File: src/rtl/instr_field_encoder.sv
`default_nettype none
// ============================================================================
// Module   : instr_field_encoder
// Purpose  : Packs opcode / register / flag fields into a 16-bit instruction
//            word {op, ra, rb, rc}, rejects field sets whose flag does not
//            match rc[2] (the flag aliases word bit 2), and buffers accepted
//            words in a DEPTH-entry FIFO with valid/ready on both sides.
// Ports    : clk, rst          - clock, synchronous active-high reset
//            in_valid/in_ready - upstream handshake for a field set
//            in_op/ra/rb/rc    - 4-bit fields -> word[15:12]/[11:8]/[7:4]/[3:0]
//            in_flag           - flag bit, must equal in_rc[2]
//            out_valid/out_ready/out_word - downstream handshake + head word
//            err_pulse         - one-cycle pulse after a rejected field set
//            err_count         - saturating count of rejected field sets
//            level             - FIFO occupancy, 0..DEPTH
// Revision : 1.0 - initial release
// ============================================================================
module instr_field_encoder #(
    parameter int DEPTH = 4,
    parameter int LVLW  = 3
) (
    input  logic            clk,
    input  logic            rst,
    input  logic            in_valid,
    output logic            in_ready,
    input  logic [3:0]      in_op,
    input  logic [3:0]      in_ra,
    input  logic [3:0]      in_rb,
    input  logic [3:0]      in_rc,
    input  logic            in_flag,
    output logic            out_valid,
    input  logic            out_ready,
    output logic [15:0]     out_word,
    output logic            err_pulse,
    output logic [7:0]      err_count,
    output logic [LVLW-1:0] level
);

    localparam int PTRW = $clog2(DEPTH);

    localparam logic [LVLW-1:0] c_lvl_one      = LVLW'(1);
    localparam logic [LVLW-1:0] c_lvl_depth    = LVLW'(DEPTH);
    localparam logic [LVLW-1:0] c_lvl_depth_m1 = LVLW'(DEPTH - 1);
    localparam logic [PTRW-1:0] c_ptr_one      = PTRW'(1);
    localparam logic [7:0]      c_err_max      = 8'hFF;

    // Occupancy state, kept in lock-step with r_level so that the handshake
    // outputs come straight from a small registered encoding.
    localparam logic [1:0] c_st_empty   = 2'd0;
    localparam logic [1:0] c_st_partial = 2'd1;
    localparam logic [1:0] c_st_full    = 2'd2;

    logic [1:0]      r_state;
    logic [1:0]      w_state_nxt;
    logic [LVLW-1:0] r_level;
    logic [LVLW-1:0] w_level_nxt;
    logic [PTRW-1:0] r_wr_ptr;
    logic [PTRW-1:0] r_rd_ptr;
    logic [15:0]     r_mem [DEPTH];
    logic            r_err_pulse;
    logic [7:0]      r_err_count;

    logic            w_in_ready;
    logic            w_out_valid;
    logic            w_acc;
    logic            w_flag_ok;
    logic            w_push;
    logic            w_reject;
    logic            w_pop;
    logic [15:0]     w_word;

    // ------------------------------------------------------------------
    // Handshake and field checking
    // ------------------------------------------------------------------
    assign w_in_ready  = (r_state != c_st_full);
    assign w_out_valid = (r_state != c_st_empty);

    assign w_word    = {in_op, in_ra, in_rb, in_rc};
    assign w_acc     = in_valid & w_in_ready;
    assign w_flag_ok = (in_flag == in_rc[2]);
    assign w_push    = w_acc & w_flag_ok;
    assign w_reject  = w_acc & ~w_flag_ok;
    assign w_pop     = w_out_valid & out_ready;

    // ------------------------------------------------------------------
    // Occupancy state machine
    // ------------------------------------------------------------------
    always_ff @(posedge clk) begin
        if (rst) begin
            r_state <= c_st_empty;
        end else begin
            r_state <= w_state_nxt;
        end
    end

    always_comb begin
        w_state_nxt = r_state;
        w_level_nxt = r_level;
        if (w_push && !w_pop) begin
            w_level_nxt = r_level + c_lvl_one;
        end else if (w_pop && !w_push) begin
            w_level_nxt = r_level - c_lvl_one;
        end

        case (r_state)
            c_st_empty: begin
                if (w_push) begin
                    w_state_nxt = c_st_partial;
                end
            end
            c_st_partial: begin
                if (w_push && !w_pop && (r_level == c_lvl_depth_m1)) begin
                    w_state_nxt = c_st_full;
                end else if (w_pop && !w_push && (r_level == c_lvl_one)) begin
                    w_state_nxt = c_st_empty;
                end
            end
            c_st_full: begin
                // No push is possible while full; DEPTH >= 2 means one pop
                // always lands in PARTIAL.
                if (w_pop) begin
                    w_state_nxt = c_st_partial;
                end
            end
            default: begin
                w_state_nxt = c_st_empty;
            end
        endcase
    end

    // ------------------------------------------------------------------
    // Pointers, level and error tracking
    // ------------------------------------------------------------------
    always_ff @(posedge clk) begin
        if (rst) begin
            r_wr_ptr    <= '0;
            r_rd_ptr    <= '0;
            r_level     <= '0;
            r_err_pulse <= 1'b0;
            r_err_count <= 8'h00;
        end else begin
            r_level     <= w_level_nxt;
            r_err_pulse <= w_reject;
            if (w_push) begin
                r_wr_ptr <= r_wr_ptr + c_ptr_one;
            end
            if (w_pop) begin
                r_rd_ptr <= r_rd_ptr + c_ptr_one;
            end
            if (w_reject && (r_err_count != c_err_max)) begin
                r_err_count <= r_err_count + 8'h01;
            end
        end
    end

    // Storage is deliberately left unreset; emptiness is tracked by the
    // pointers/level and the output is masked while empty.
    always_ff @(posedge clk) begin
        if (w_push) begin
            r_mem[r_wr_ptr] <= w_word;
        end
    end

    // ------------------------------------------------------------------
    // Outputs
    // ------------------------------------------------------------------
    assign in_ready  = w_in_ready;
    assign out_valid = w_out_valid;
    assign out_word  = w_out_valid ? r_mem[r_rd_ptr] : 16'h0000;
    assign err_pulse = r_err_pulse;
    assign err_count = r_err_count;
    assign level     = r_level;

    // Unused-bit guard: c_lvl_depth documents the full level and keeps the
    // full-state relation explicit for readers.
    logic w_level_is_full;
    assign w_level_is_full = (r_level == c_lvl_depth);
    logic w_unused;
    assign w_unused = w_level_is_full;

endmodule
`default_nettype wire

File: config.mk
export PLATFORM = sky130hd
export DESIGN_NAME = instr_field_encoder
export DESIGN_NICKNAME = d
export VERILOG_FILES = /design/src/rtl/instr_field_encoder.sv
export SDC_FILE = /design/constraint.sdc
export NUM_CORES = 1
export LEC_CHECK = 0
export BUFFER_PORTS_ARGS = -buffer_cell sky130_fd_sc_hd__buf_2
export CORE_ASPECT_RATIO = 0.6
export CORE_UTILIZATION = 56
export CTS_CLUSTER_DIAMETER = 50
export DETAILED_ROUTE_END_ITERATION = 12
export PLACE_DENSITY = 0.79
export RECOVER_POWER = 50
export SLEW_MARGIN = 20
export SYNTH_ARGS = -nofsm -noshare
export SYNTH_HDL_FRONTEND = slang
export SYNTH_SLANG_ARGS = --single-unit
File: constraint.sdc
create_clock -name clk -period 2.05 [get_ports clk]
set_input_delay 0.205 -clock clk [delete_from_list [all_inputs] [get_ports clk]]
set_output_delay 0.205 -clock clk [all_outputs]
set_load 0.1 [all_outputs]
# Word level (Yosys, flattened, before mapping)
# Memory sizes are Yosys's and may differ from the RTL's. A register that Yosys moved wholly into a read port is not among the register bits.
# Cells that the tools add are included.
# totals
register_bits	18
mem_count	1
in_bits	21
ram_bits	64
# op_classes
n_addsub	5
muxes	12
n_bitwise	5
n_reduce_logical	11
eq_ne	10
# memory_table
name	depth	word_bits	rd	rd_clocked_by_memory_dff	write_ports	line_no	text
r_mem	4	16	1	1	1	59	logic [15:0] r_mem [DEPTH];
# ops
operator	count
2-to-1 mux 16 bit	1
2-to-1 mux 2 bit	6
adder 8 x 1 -> 8 bit, second input constant	1
inequality test 8 bit, second input constant	1
2-to-1 mux 3 bit	2
inequality test 2 bit, second input constant	3
one-hot mux 2 bit (3 select lines)	1
logical AND 1 bit	5
adder 2 x 1 -> 2 bit, second input constant	2
bitwise AND 1 bit	4
nonzero test 2 bit	2
adder 3 x 1 -> 3 bit, second input constant	1
== test 3 x 1 -> 1 bit, second input constant	1
== test 3 x 2 -> 1 bit, second input constant	1
inequality test 3 bit, second input constant	1
AND reduction 3 bit	1
subtractor 3 x 1 -> 3 bit, second input constant	1
== test 2 x 1 -> 1 bit, second input constant	1
== test 2 bit, second input constant	1
logical NOT 1 bit	2
logical NOT 2 bit	1
2-to-1 mux 1 bit	2
== test 1 bit	1
inverter 1 bit	1

# Logic depth before layout (Yosys ltp)
# Gate-level depths: netlist of the first run.
# depth
ltp_word	9
mapped_depth	8
depth_no_buf	7

# Worst setup path before layout of the first run
# OpenSTA, ideal clock, no wires.
# synth_path
kind	reg-to-output
from	register r_state[1]
to	output out_word[10]
path_slack_ns	-0.417
arrival_time_ns	2.262
stages_incl_launch_ff	4
path_cell_list	dfxtp_1 -> or2_2 -> clkbuf_1 -> and2_1
# synth_via
elab_chain_cells	2
# synth_lines
item	line_no	text
from (decl)	53	logic [1:0] r_state;
from (signal assigned)	90	r_state <= c_st_empty;
from (signal assigned)	92	r_state <= w_state_nxt;
nonzero test 2 bit	76	assign w_out_valid = (r_state != c_st_empty);
via out_valid	31	output logic out_valid,
2-to-1 mux 16 bit	169	assign out_word = w_out_valid ? r_mem[r_rd_ptr] : 16'h0000;
to (decl)	33	output logic [15:0] out_word,
# The timed path passes the listed nets, and every way through them passes these cells.

==> results of run 1 <==
[final timing paths]
path                startpoint  cells after the start  slack (ns)            to
hold / removal        in_rb[2]                      1        0.12   r_mem[3][6]
setup reg to reg    r_state[1]                      5        0.08   r_mem[0][1]
setup / recovery          flop                      4        0.08   out_word[5]
hold reg to reg   err_count[6]                      2        0.50  err_count[6]
[power by group through the flow]
stage	logic (mW)	clock network [mW]	registers, mW
global route	0.671	1.22	1.93
floorplan	0.372	0	2.06
global placement	0.586	0	1.96
CTS	0.629	1.15	1.92
finish	0.629	1.13	1.92
detailed placement	0.593	0	1.96
[layout make-up]
class	count	area share, %
Timing Repair Buffer	59	11.3
Multi-Input combinational cell	117	25.2
Clock inverter	5	1.46
Tap cell	80	2.39
Clock buffer	11	3.14
Sequential cell	84	55.7
Inverter	9	0.837
[placed cells by master (no fill, tap or decap), types with 3 or more instances in the layout]
cell type   instances
nor2_1             16
xor2_1              5
buf_12              5
nand3_1             7
and2_2             10
buf_2               6
clkinvlp_4          3
buf_4               5
a21oi_1             9
and2_1              9
mux4_2             16
clkbuf_8            9
ha_1               11
clkbuf_1           19
inv_1               8
dfxtp_2             5
dfxtp_1            14
nand2_1             4
clkbuf_2           10
edfxtp_1           64
buf_6              13
o21ai_0             5
nor2b_1             3
[repair_timing]
action,in CTS,in global routing
gates resized for setup,29,9
endpoints found under the setup margin,16,8
gates cloned,1,0
[kinds of logic after synthesis]
kind of cell | after synthesis
buf+inv | 18
mux | 18
xor+xnor | 7
fa+ha+maj | 11
flops | 84
compound gates | 20
simple gates | 61
[sequential cells by signal (all words and copies together), names as in the netlist, named ones only]
| register | cells |
|---|---|
| err_count | 8 |
| err_pulse | 1 |
| level | 3 |
| r_mem | 64 |
| r_rd_ptr | 2 |
| r_state | 2 |
| r_wr_ptr | 2 |
[layer usage]
| layer | vias to the layer above | global-route usage (%) | routed length, µm |
|---|---|---|---|
| met5 | - | 0 | 0 |
| met3 | 6 | 7.38 | 335 |
| met4 | 0 | 7.39 | 62 |
| li1 | 939 | - | - |
| met2 | 56 | 32.1 | 2830 |
| met1 | 940 | 28.6 | 2690 |
[per-stage QoR]
step	worst slack, ns	hold WS, ns	util (%)	std cells
6_report	0.0798	0.122	72.8	365
3_5_place_dp	0.267	0.423	67.5	348
3_3_place_gp	0.307	0.421	67.5	348
5_1_grt	0.0131	0.110	72.8	365
2_1_floorplan	0.0238	0.304	-	219
4_1_cts	0.00953	0.0587	72.8	365
==> metrics.md, run 1 <==
| Metric | Value |
|---|---|
| Slowest cell on the critical path | `mux4_2` |
| Crit path max fanout | `8` |
| Worst vdd ir | `0.623 mV` |
| Total GRT Usage | `between 20% and 30%` |
| DRC violations left | `0` |
| Initial antenna violation count | `0` |
| Routed Antenna Nets | `0` |
| Worst setup EP type | `primary output` |
| Slew Limit Fails | `0` |
| Peak Freq | `508 MHz` |
| Multi-input gate area | `about 1100 µm²` |
| Sequential power share | `around 52%` |
| Die X | `between 100 and 150 µm` |
| Dpl hpwl | `around 3.8 mm` |
| Final Cycle Share | `roughly 96%` |
| Share of cells above drive strength 1 | `32.6%` |
| Register area | `~2300 µm²` |
| Clock power frac | `between 30 and 40%` |
| CTS tree | `done` |
| Aggregate global routing overflow | `0` |
| Setup Skew | `0.00908 ns` |
| Drt first pass iters | `4` |
| RSZ-0062 raised after global routing | `false` |
| I/O Pins | `51` |
| Initial DRC count | `approximately 100` |
| Final nets | `roughly 310` |
| Synth area leaders | `edfxtp_1, dfxtp_1, mux4_2` |
| Vias per std cell | `around 5.3` |
| # clock sinks | `84` |
| Compound-cell area share of the yosys netlist | `around 3.6%` |
| Die ar. | `roughly 6500 µm²` |
| Crit path largest cell delay | `between 0.4 and 0.5 ns` |
| Slew headroom | `approximately a quarter` |
| Total chip power | `~3.7 mW` |
| Power per standard cell area | `between 800 and 900 nW/µm²` |
| Num rows | `21` |
| Die Ht | `about 63 µm` |
| Count leader, synth | `edfxtp_1` |
| ANT cells | `0` |
| Crit path time final | `between 1.5 and 2 ns` |
| Synth Area in Simple Gates | `9.77%` |
| Worst setup SP type | `flop` |
| Drt total wl | `5.91 mm` |
| Outcome | `completed` |
| Primary FF master, synth | `edfxtp_1` |
| Critical path data arrival time | `about 1.8 ns` |
| Later-pin clock latency in the skew report | `0.34 ns` |
| Hold/Removal Path Class | `in2reg` |
| Post-synthesis instance area | `3450 µm²` |
| Starting Density | `about three fifths` |
| Fin. Hold Viols | `0` |
| Bufs and invs on worst path | `2` |
| Net switching power | `between 1 and 1.5 mW` |
| Largest family of logic cells by synthesized area | `multiplexers` |
| Sw Share | `27.9%` |
| WP data required | `1.85 ns` |
| Filler cells | `between 300 and 400` |
| Sequential share of the synthesized area | `between 60% and 70%` |
| Number of global-route vias before repair | `approximately 1,900` |
| GPL Wtd Cong | `around 0.73` |
| WL/cell | `roughly 16 µm` |
| Finished Cell Area | `4190 µm²` |
| Post-Synth XOR/XNOR Area | `2.00%` |
| Leakage power | `roughly 1.5 nW` |
| Seq cells post-synth | `between 80 and 90` |
| Synth Area per Inst | `between 15 and 20 µm²` |
| Number of synthesized flops with an enable pin | `64` |
| Core area | `5750 µm²` |
| CTS Root Cell | `clkbuf_8` |
| Asr flop ratio synth | `0%` |
| Gate power share | `between 10% and 20%` |
| Setup TNS | `0 ns` |
| Cells after Synth | `between 200 and 250` |
| Critical path cell sequence | `buf_12 -> mux4_2 -> and2_2 -> buf_6` |
| Post-Synth Adder-Cell Area | `under 10%` |
| Max Cap Viol | `0` |
| Yosys synthesis warning count | `0` |
| Area Overhead vs Synth | `21.5%` |
| Total number of vias | `1,941` |
| Reg clk slew, reported paths | `~0.080 ns` |
| Post-place instance area | `3880 µm²` |
| Largest net degree at the start of global routing | `20` |
| Setup Viol. Count Final | `0` |
| Internal cell power | `between 2 and 3 mW` |
| Max Buffers Root-to-Sink | `2` |
| Cts-stage hold buffer count | `0` |
| Global-route wire length before repair | `approximately 9.6 mm` |
| Synth cell types | `34` |
| I/O Buffers | `50` |
| H-tree depth | `3` |
| Synth Net Count | `roughly 250` |
| CTS buffer count | `9` |
| Post-synth top cells | `edfxtp_1, and2_1, dfxtp_1, mux4_2, nor2_1` |
| Crit Path Category | `reg2out` |
| Setup Buffers After CTS | `0` |
| Delay-heaviest family, CP | `multiplexers` |
| Leading area contributor after synthesis | `edfxtp_1` |
| Area share of the largest cell type after synthesis | `55.8%` |
| Mux cell area share after synthesis | `~11%` |
| Worst-Margin Slew | `between 1 and 1.5 ns` |
No activity file was read; power rests on OpenSTA's default activity.
==> run 2: changes to the inputs <==
--- a/config.mk
+++ b/config.mk
@@ -7,10 +7,10 @@
 export LEC_CHECK = 0
 export BUFFER_PORTS_ARGS = -buffer_cell sky130_fd_sc_hd__buf_2
 export CORE_ASPECT_RATIO = 0.6
-export CORE_UTILIZATION = 56
+export CORE_UTILIZATION = 60
 export CTS_CLUSTER_DIAMETER = 50
 export DETAILED_ROUTE_END_ITERATION = 12
-export PLACE_DENSITY = 0.79
+export PLACE_DENSITY = 0.83
 export RECOVER_POWER = 50
 export SLEW_MARGIN = 20
 export SYNTH_ARGS = -nofsm -noshare
==> constraint.sdc (replaced) <==
create_clock -name clk -period 2.4 [get_ports clk]
set_input_delay 0.24 -clock clk [delete_from_list [all_inputs] [get_ports clk]]
set_output_delay 0.24 -clock clk [all_outputs]
set_load 0.1 [all_outputs]
==> metrics.md, run 2 (synthesized netlist as in run 1, its figures left out) <==
| Metric | Value |
|---|---|
| # clock sinks | `84 (unchanged)` |
| Critical path cell sequence | `buf_4 -> mux4_2 -> and2_1 -> buf_2` |
| Initial antenna violation count | `0 (unchanged)` |
| Leakage power | `1.39 nW (-5.3%)` |
| Num rows | `20 (-4.8%)` |
| WL/cell | `17.8 µm (+9.6%)` |
| Met1 Usage GRT | `31.9% (+3.3 points)` |
| Multi-input gate area | `1050 µm² (-0.71%)` |
| Max Buffers Root-to-Sink | `2 (unchanged)` |
| Delay-heaviest family, CP | `buffers and inverters` |
| Routing usage on met3 | `6.34% (-1.0 points)` |
| Largest register FFs | `64 (unchanged)` |
| Vias per std cell | `5.51 (+3.7%)` |
| Worst setup EP type | `primary output` |
| Peak Freq | `448 MHz` |
| Register-to-Register Setup Slack | `0.42 ns (+0.34 ns)` |
| Largest Register | `r_mem` |
| I/O Pins | `51 (unchanged)` |
| Fin. Hold Viols | `0 (unchanged)` |
| Hold slack | `0.152 ns (+0.0294 ns)` |
| Global-route wire length before repair | `9.88 mm (+2.9%)` |
| Worst-Margin Slew | `1.19 ns (+0.0348 ns)` |
| Slew Limit Fails | `0 (unchanged)` |
| Max Cap Viol | `0 (unchanged)` |
| Total GRT Usage | `23.3% (+2.2 points)` |
| Share of cells above drive strength 1 | `22.6% (-10 points)` |
| Reg clk slew, reported paths | `0.08 ns (about the same)` |
| Largest net degree at the start of global routing | `21 (+5.0%)` |
| Number of global-route vias before repair | `1,901 (-1.7%)` |
| Die Ht | `60.7 µm (-3.3%)` |
| Final Non-Filler Cells | `360 (-1.4%)` |
| GPL Wtd Cong | `0.775 (+5.9%)` |
| Die ar. | `6060 µm² (-6.5%)` |
| Total number of vias | `1,985 (+2.3%)` |
| Setup Viol. Count Final | `0 (unchanged)` |
| Drt total wl | `6.39 mm (+8.1%)` |
| Crit path time final | `between 2 and 2.5 ns` |
| Most frequent cells in the layout | `edfxtp_1, clkbuf_1, buf_2` |
| Starting Density | `65.3% (+5.4 points)` |
| I/O Buffers | `50 (unchanged)` |
| Dpl hpwl | `4.47 mm (+17%)` |
| Most common cell after layout, fill and taps aside | `edfxtp_1` |
| Drt first pass iters | `4 (unchanged)` |
| DRC violations left | `0 (unchanged)` |
| Worst setup SP type | `flop` |
| H-tree depth | `3 (unchanged)` |
| Crit path max fanout | `16 (+8)` |
| ANT cells | `0 (unchanged)` |
| Register area | `2320 µm² (-0.43%)` |
| Most Crowded Layer GR | `met2` |
| Cts-stage hold buffer count | `0 (unchanged)` |
| Final Cycle Share | `between 90 and 100%` |
| Slowest cell on the critical path | `mux4_2` |
| Grt met2 use | `37.2% (+5.2 points)` |
| Bufs and invs on worst path | `2 (unchanged)` |
| Sw Share | `28.1% (+0.14 points)` |
| Post-CTS resize count | `0 (-100%)` |
| CTS tree | `done` |
| Core area | `5280 µm² (-8.2%)` |
| Hold/Removal Path Class | `in2reg` |
| Slew headroom | `21.0% (-2.3 points)` |
| Clock power frac | `30.5% (about the same)` |
| Setup Buffers After CTS | `0 (unchanged)` |
| Setup Skew | `0.00983 ns (+0.000749 ns)` |
| CTS buffer count | `9 (unchanged)` |
| Net switching power | `0.860 mW (-16%)` |
| Initial DRC count | `146 (+43%)` |
| Sequential power share | `53.6% (+1.3 points)` |
| Crit Path Category | `reg2out` |
| Final nets | `310 (-0.64%)` |
| Power per standard cell area | `776 nW/µm² (-12%)` |
| Crit path largest cell delay | `0.57 ns (+0.08 ns)` |
| Gate power share | `15.9% (-1.2 points)` |
| Outcome | `completed` |
| Worst vdd ir | `0.399 mV (-36%)` |
| Aggregate global routing overflow | `0 (unchanged)` |
| Filler cells | `330 (-12%)` |
| Routed Antenna Nets | `0 (unchanged)` |
| Later-pin clock latency in the skew report | `0.34 ns (about the same)` |
| Placed Cells | `344 (-1.1%)` |
| Die X | `99.8 µm (-3.3%)` |
| CTS Root Cell | `clkbuf_8` |
| WP data required | `2.16 ns (+0.31 ns)` |
| Area Overhead vs Synth | `14.6%` |
| Internal cell power | `2.20 mW (-17%)` |
| Critical path data arrival time | `1.99 ns (+0.22 ns)` |
| RSZ-0062 raised after global routing | `false` |
| Setup TNS | `0 ns (unchanged)` |
run 2: final timing paths:
| check | from | end | depth (start not counted) |
|---|---|---|---|
| setup / recovery | flop | out_word[1] | 4 |
| hold / removal | in_valid | err_pulse | 3 |
| setup reg to reg | r_state[1] | level[2] | 8 |
| hold reg to reg | err_count[7] | err_count[7] | 2 |
run 2: tightest hold or removal path, cell delays in order:
cell and delay (ns):
buf_2 0.12, nand3_1 0.06, nor2_1 0.03
run 2: cell type report:
class | instances | area share [%]
clock inverters | 3 | 0.507
well taps | 77 | 2.44
repair buffers | 57 | 6.56
clock buffers | 13 | 4.31
inverters | 9 | 0.856
flip-flops and latches | 84 | 58.8
multi-input cells | 117 | 26.5
run 2: through the flow:
step	cell area (µm²)	setup slack (ns)	utilization [%]	total power, mW
2_1_floorplan	3450	0.191	-	2.07
3_3_place_gp	3800	0.538	72.0	2.16
3_5_place_dp	3800	0.515	72.0	2.18
4_1_cts	3990	0.148	75.6	3.09
5_1_grt	3950	0.0690	74.8	3.18
6_report	3950	0.170	74.8	3.06
run 2: layer usage:
layer  wire [µm]  vias up  part of all wire [%]
li1            -      931                     -
met1        2800      978                    44
met4          78        0                   1.2
met3         392        8                   6.1
met5           0        -                     0
met2        3120       68                    49
run 2: power by group through the flow:
stage	Sequential, mW	Combinational, mW	Clock (mW)
2_1_floorplan	1.75	0.315	0
3_3_place_gp	1.67	0.488	0
3_5_place_dp	1.68	0.500	0
4_1_cts	1.64	0.501	0.950
5_1_grt	1.65	0.519	1.01
6_report	1.64	0.488	0.933
==> run 3: changes to the inputs <==
--- a/config.mk
+++ b/config.mk
@@ -7,6 +7,7 @@
 export LEC_CHECK = 0
 export BUFFER_PORTS_ARGS = -buffer_cell sky130_fd_sc_hd__buf_2
 export CORE_ASPECT_RATIO = 0.6
+export CORE_MARGIN = 4
 export CORE_UTILIZATION = 60
 export CTS_CLUSTER_DIAMETER = 50
 export DETAILED_ROUTE_END_ITERATION = 12
==> metrics.md, run 3 (synthesized netlist as in run 1, its figures left out) <==
| Metric | Value |
|---|---|
| Routed Antenna Nets | `0 (unchanged)` |
| Global-route wire length before repair | `10.1 mm (+2.5%)` |
| ANT cells | `0 (unchanged)` |
| I/O Pins | `51 (unchanged)` |
| Setup TNS | `0 ns (unchanged)` |
| Slew Limit Fails | `0 (unchanged)` |
| DRC violations left | `0 (unchanged)` |
| Peak Freq | `445 MHz (-0.86%)` |
| Worst-Margin Slew | `1.18 ns (-0.00919 ns)` |
| H-tree depth | `3 (unchanged)` |
| Crit path max fanout | `16 (unchanged)` |
| I/O Buffers | `50 (unchanged)` |
| Register area | `2320 µm² (unchanged)` |
| Most common cell after layout, fill and taps aside | `edfxtp_1` |
| Largest Register | `r_mem` |
| Later-pin clock latency in the skew report | `0.35 ns (about the same)` |
| CTS buffer count | `9 (unchanged)` |
| Slew headroom | `21.6% (+0.61 points)` |
| Final nets | `310 (unchanged)` |
| Outcome | `completed` |
| Total GRT Usage | `19.5% (-3.8 points)` |
| Cts-stage hold buffer count | `0 (unchanged)` |
| Total chip power | `3.01 mW (-1.7%)` |
| Starting Density | `61.9% (-3.4 points)` |
| Placed Cells | `347 (+0.87%)` |
| CTS tree | `done` |
| Critical path data arrival time | `2.01 ns (+0.02 ns)` |
| Dpl hpwl | `4.49 mm (+0.52%)` |
| Die ar. | `7060 µm² (+16%)` |
| WP data required | `2.16 ns (about the same)` |
| Hold/Removal Path Class | `in2reg` |
| Setup Viol. Count Final | `0 (unchanged)` |
| WL/cell | `17.4 µm (-1.8%)` |
| Critical path cell sequence | `buf_4 -> mux4_2 -> and2_1 -> buf_2` |
| Aggregate global routing overflow | `0 (unchanged)` |
| GPL Wtd Cong | `0.784 (+1.2%)` |
| # clock sinks | `84 (unchanged)` |
| Worst setup SP type | `flop` |
| Setup Skew | `0.00730 ns (-0.00253 ns)` |
| Most frequent cells in the layout | `edfxtp_1, clkbuf_1, buf_2` |
| Delay-heaviest family, CP | `buffers and inverters` |
| Crit path largest cell delay | `0.56 ns (about the same)` |
| Leakage power | `1.38 nW (-0.30%)` |
| Crit Path Category | `reg2out` |
| Share of cells above drive strength 1 | `23.3% (+0.71 points)` |
| Largest register FFs | `64 (unchanged)` |
| Die Ht | `66.7 µm (+9.9%)` |
| Number of global-route vias before repair | `1,999 (+5.2%)` |
| Total number of vias | `1,991 (+0.30%)` |
| Worst vdd ir | `0.477 mV (+20%)` |
| CTS Root Cell | `clkbuf_8` |
| Worst setup EP type | `primary output` |
| Max Cap Viol | `0 (unchanged)` |
| Slowest cell on the critical path | `mux4_2` |
| Area Overhead vs Synth | `15.5%` |
| Fin. Hold Viols | `0 (unchanged)` |
| Initial antenna violation count | `0 (unchanged)` |
| Core area | `5570 µm² (+5.5%)` |
| Drt first pass iters | `4 (unchanged)` |
| Final Non-Filler Cells | `363 (+0.83%)` |
| Die X | `106 µm (+6.0%)` |
| Vias per std cell | `5.48 (-0.53%)` |
| Power per standard cell area | `757 nW/µm² (-2.4%)` |
| RSZ-0062 raised after global routing | `false` |
| Filler cells | `381 (+15%)` |
| Reg clk slew, reported paths | `0.08 ns (about the same)` |
| Num rows | `21 (+5.0%)` |
| Drt total wl | `6.33 mm (-0.97%)` |
| Crit path time final | `2.25 ns (+0.0193 ns)` |
| Initial DRC count | `125 (-14%)` |
| Post-CTS resize count | `0 (unchanged)` |
| Largest net degree at the start of global routing | `21 (unchanged)` |
| Max Buffers Root-to-Sink | `2 (unchanged)` |
| Final Cycle Share | `93.7% (+0.81 points)` |
| Bufs and invs on worst path | `2 (unchanged)` |
| Multi-input gate area | `1050 µm² (unchanged)` |
| Setup Buffers After CTS | `0 (unchanged)` |
-- run 3: cell count changes in the layout (fill, tap and decap cells not counted), sizes merged --
cell      delta
clkbuf       -6
clkinv       +1
clkinvlp     +2
buf          +2
inv          +1
-- run 3: final cells by class --
type / instances / area share (%)
Sequential cell: 84 / 58.4
Timing Repair Buffer: 57 / 7.58
Multi-Input combinational cell: 117 / 26.3
Inverter: 9 / 0.849
Clock buffer: 9 / 3.11
Tap cell: 80 / 2.52
Clock inverter: 7 / 1.29
-- run 3: metrics by stage --
stage	util [%]	hold slack, ns	area, µm²	worst slack (ns)
3_5_place_dp	69.0	0.458	3840	0.328
3_3_place_gp	69.0	0.457	3840	0.399
4_1_cts	72.1	0.0966	4020	0.111
5_1_grt	71.4	0.155	3980	0.0267
2_1_floorplan	-	0.339	3450	0.191
6_report	71.4	0.151	3980	0.151
-- run 3: worst paths after layout --
check	start	endpoint	slack, ns	cells past startpoint
worst max-delay path	flop	out_word[0]	0.15	4
worst min-delay path	in_rb[2]	r_mem[0][6]	0.15	1
worst max register to register	r_state[1]	level[2]	0.37	7
worst min register to register	err_count[5]	err_count[5]	0.53	2
-- run 3: worst reg2reg max path: cells and delay by family (launching register included) --
kind,cells,cell delay (ns)
flip-flops,1,0.32
buffers and inverters,1,0.10
AND/OR/NAND/NOR,3,0.74
adder cells (fa/ha/maj),1,0.38
AO/OA/AOI/OAI,2,0.36
-- run 3: report_power, final --
| part | internal (mW) | switching, mW |
|---|---|---|
| sequential | 1.61 | 0.0282 |
| clock | 0.380 | 0.496 |
| combinational | 0.124 | 0.370 |
-- run 3: layer usage --
layer / track usage, % / routed length [µm]
met3: 5.03 / 357
met2: 31.9 / 3160
met4: 7.59 / 96
met1: 25.6 / 2710
met5: 0 / 0
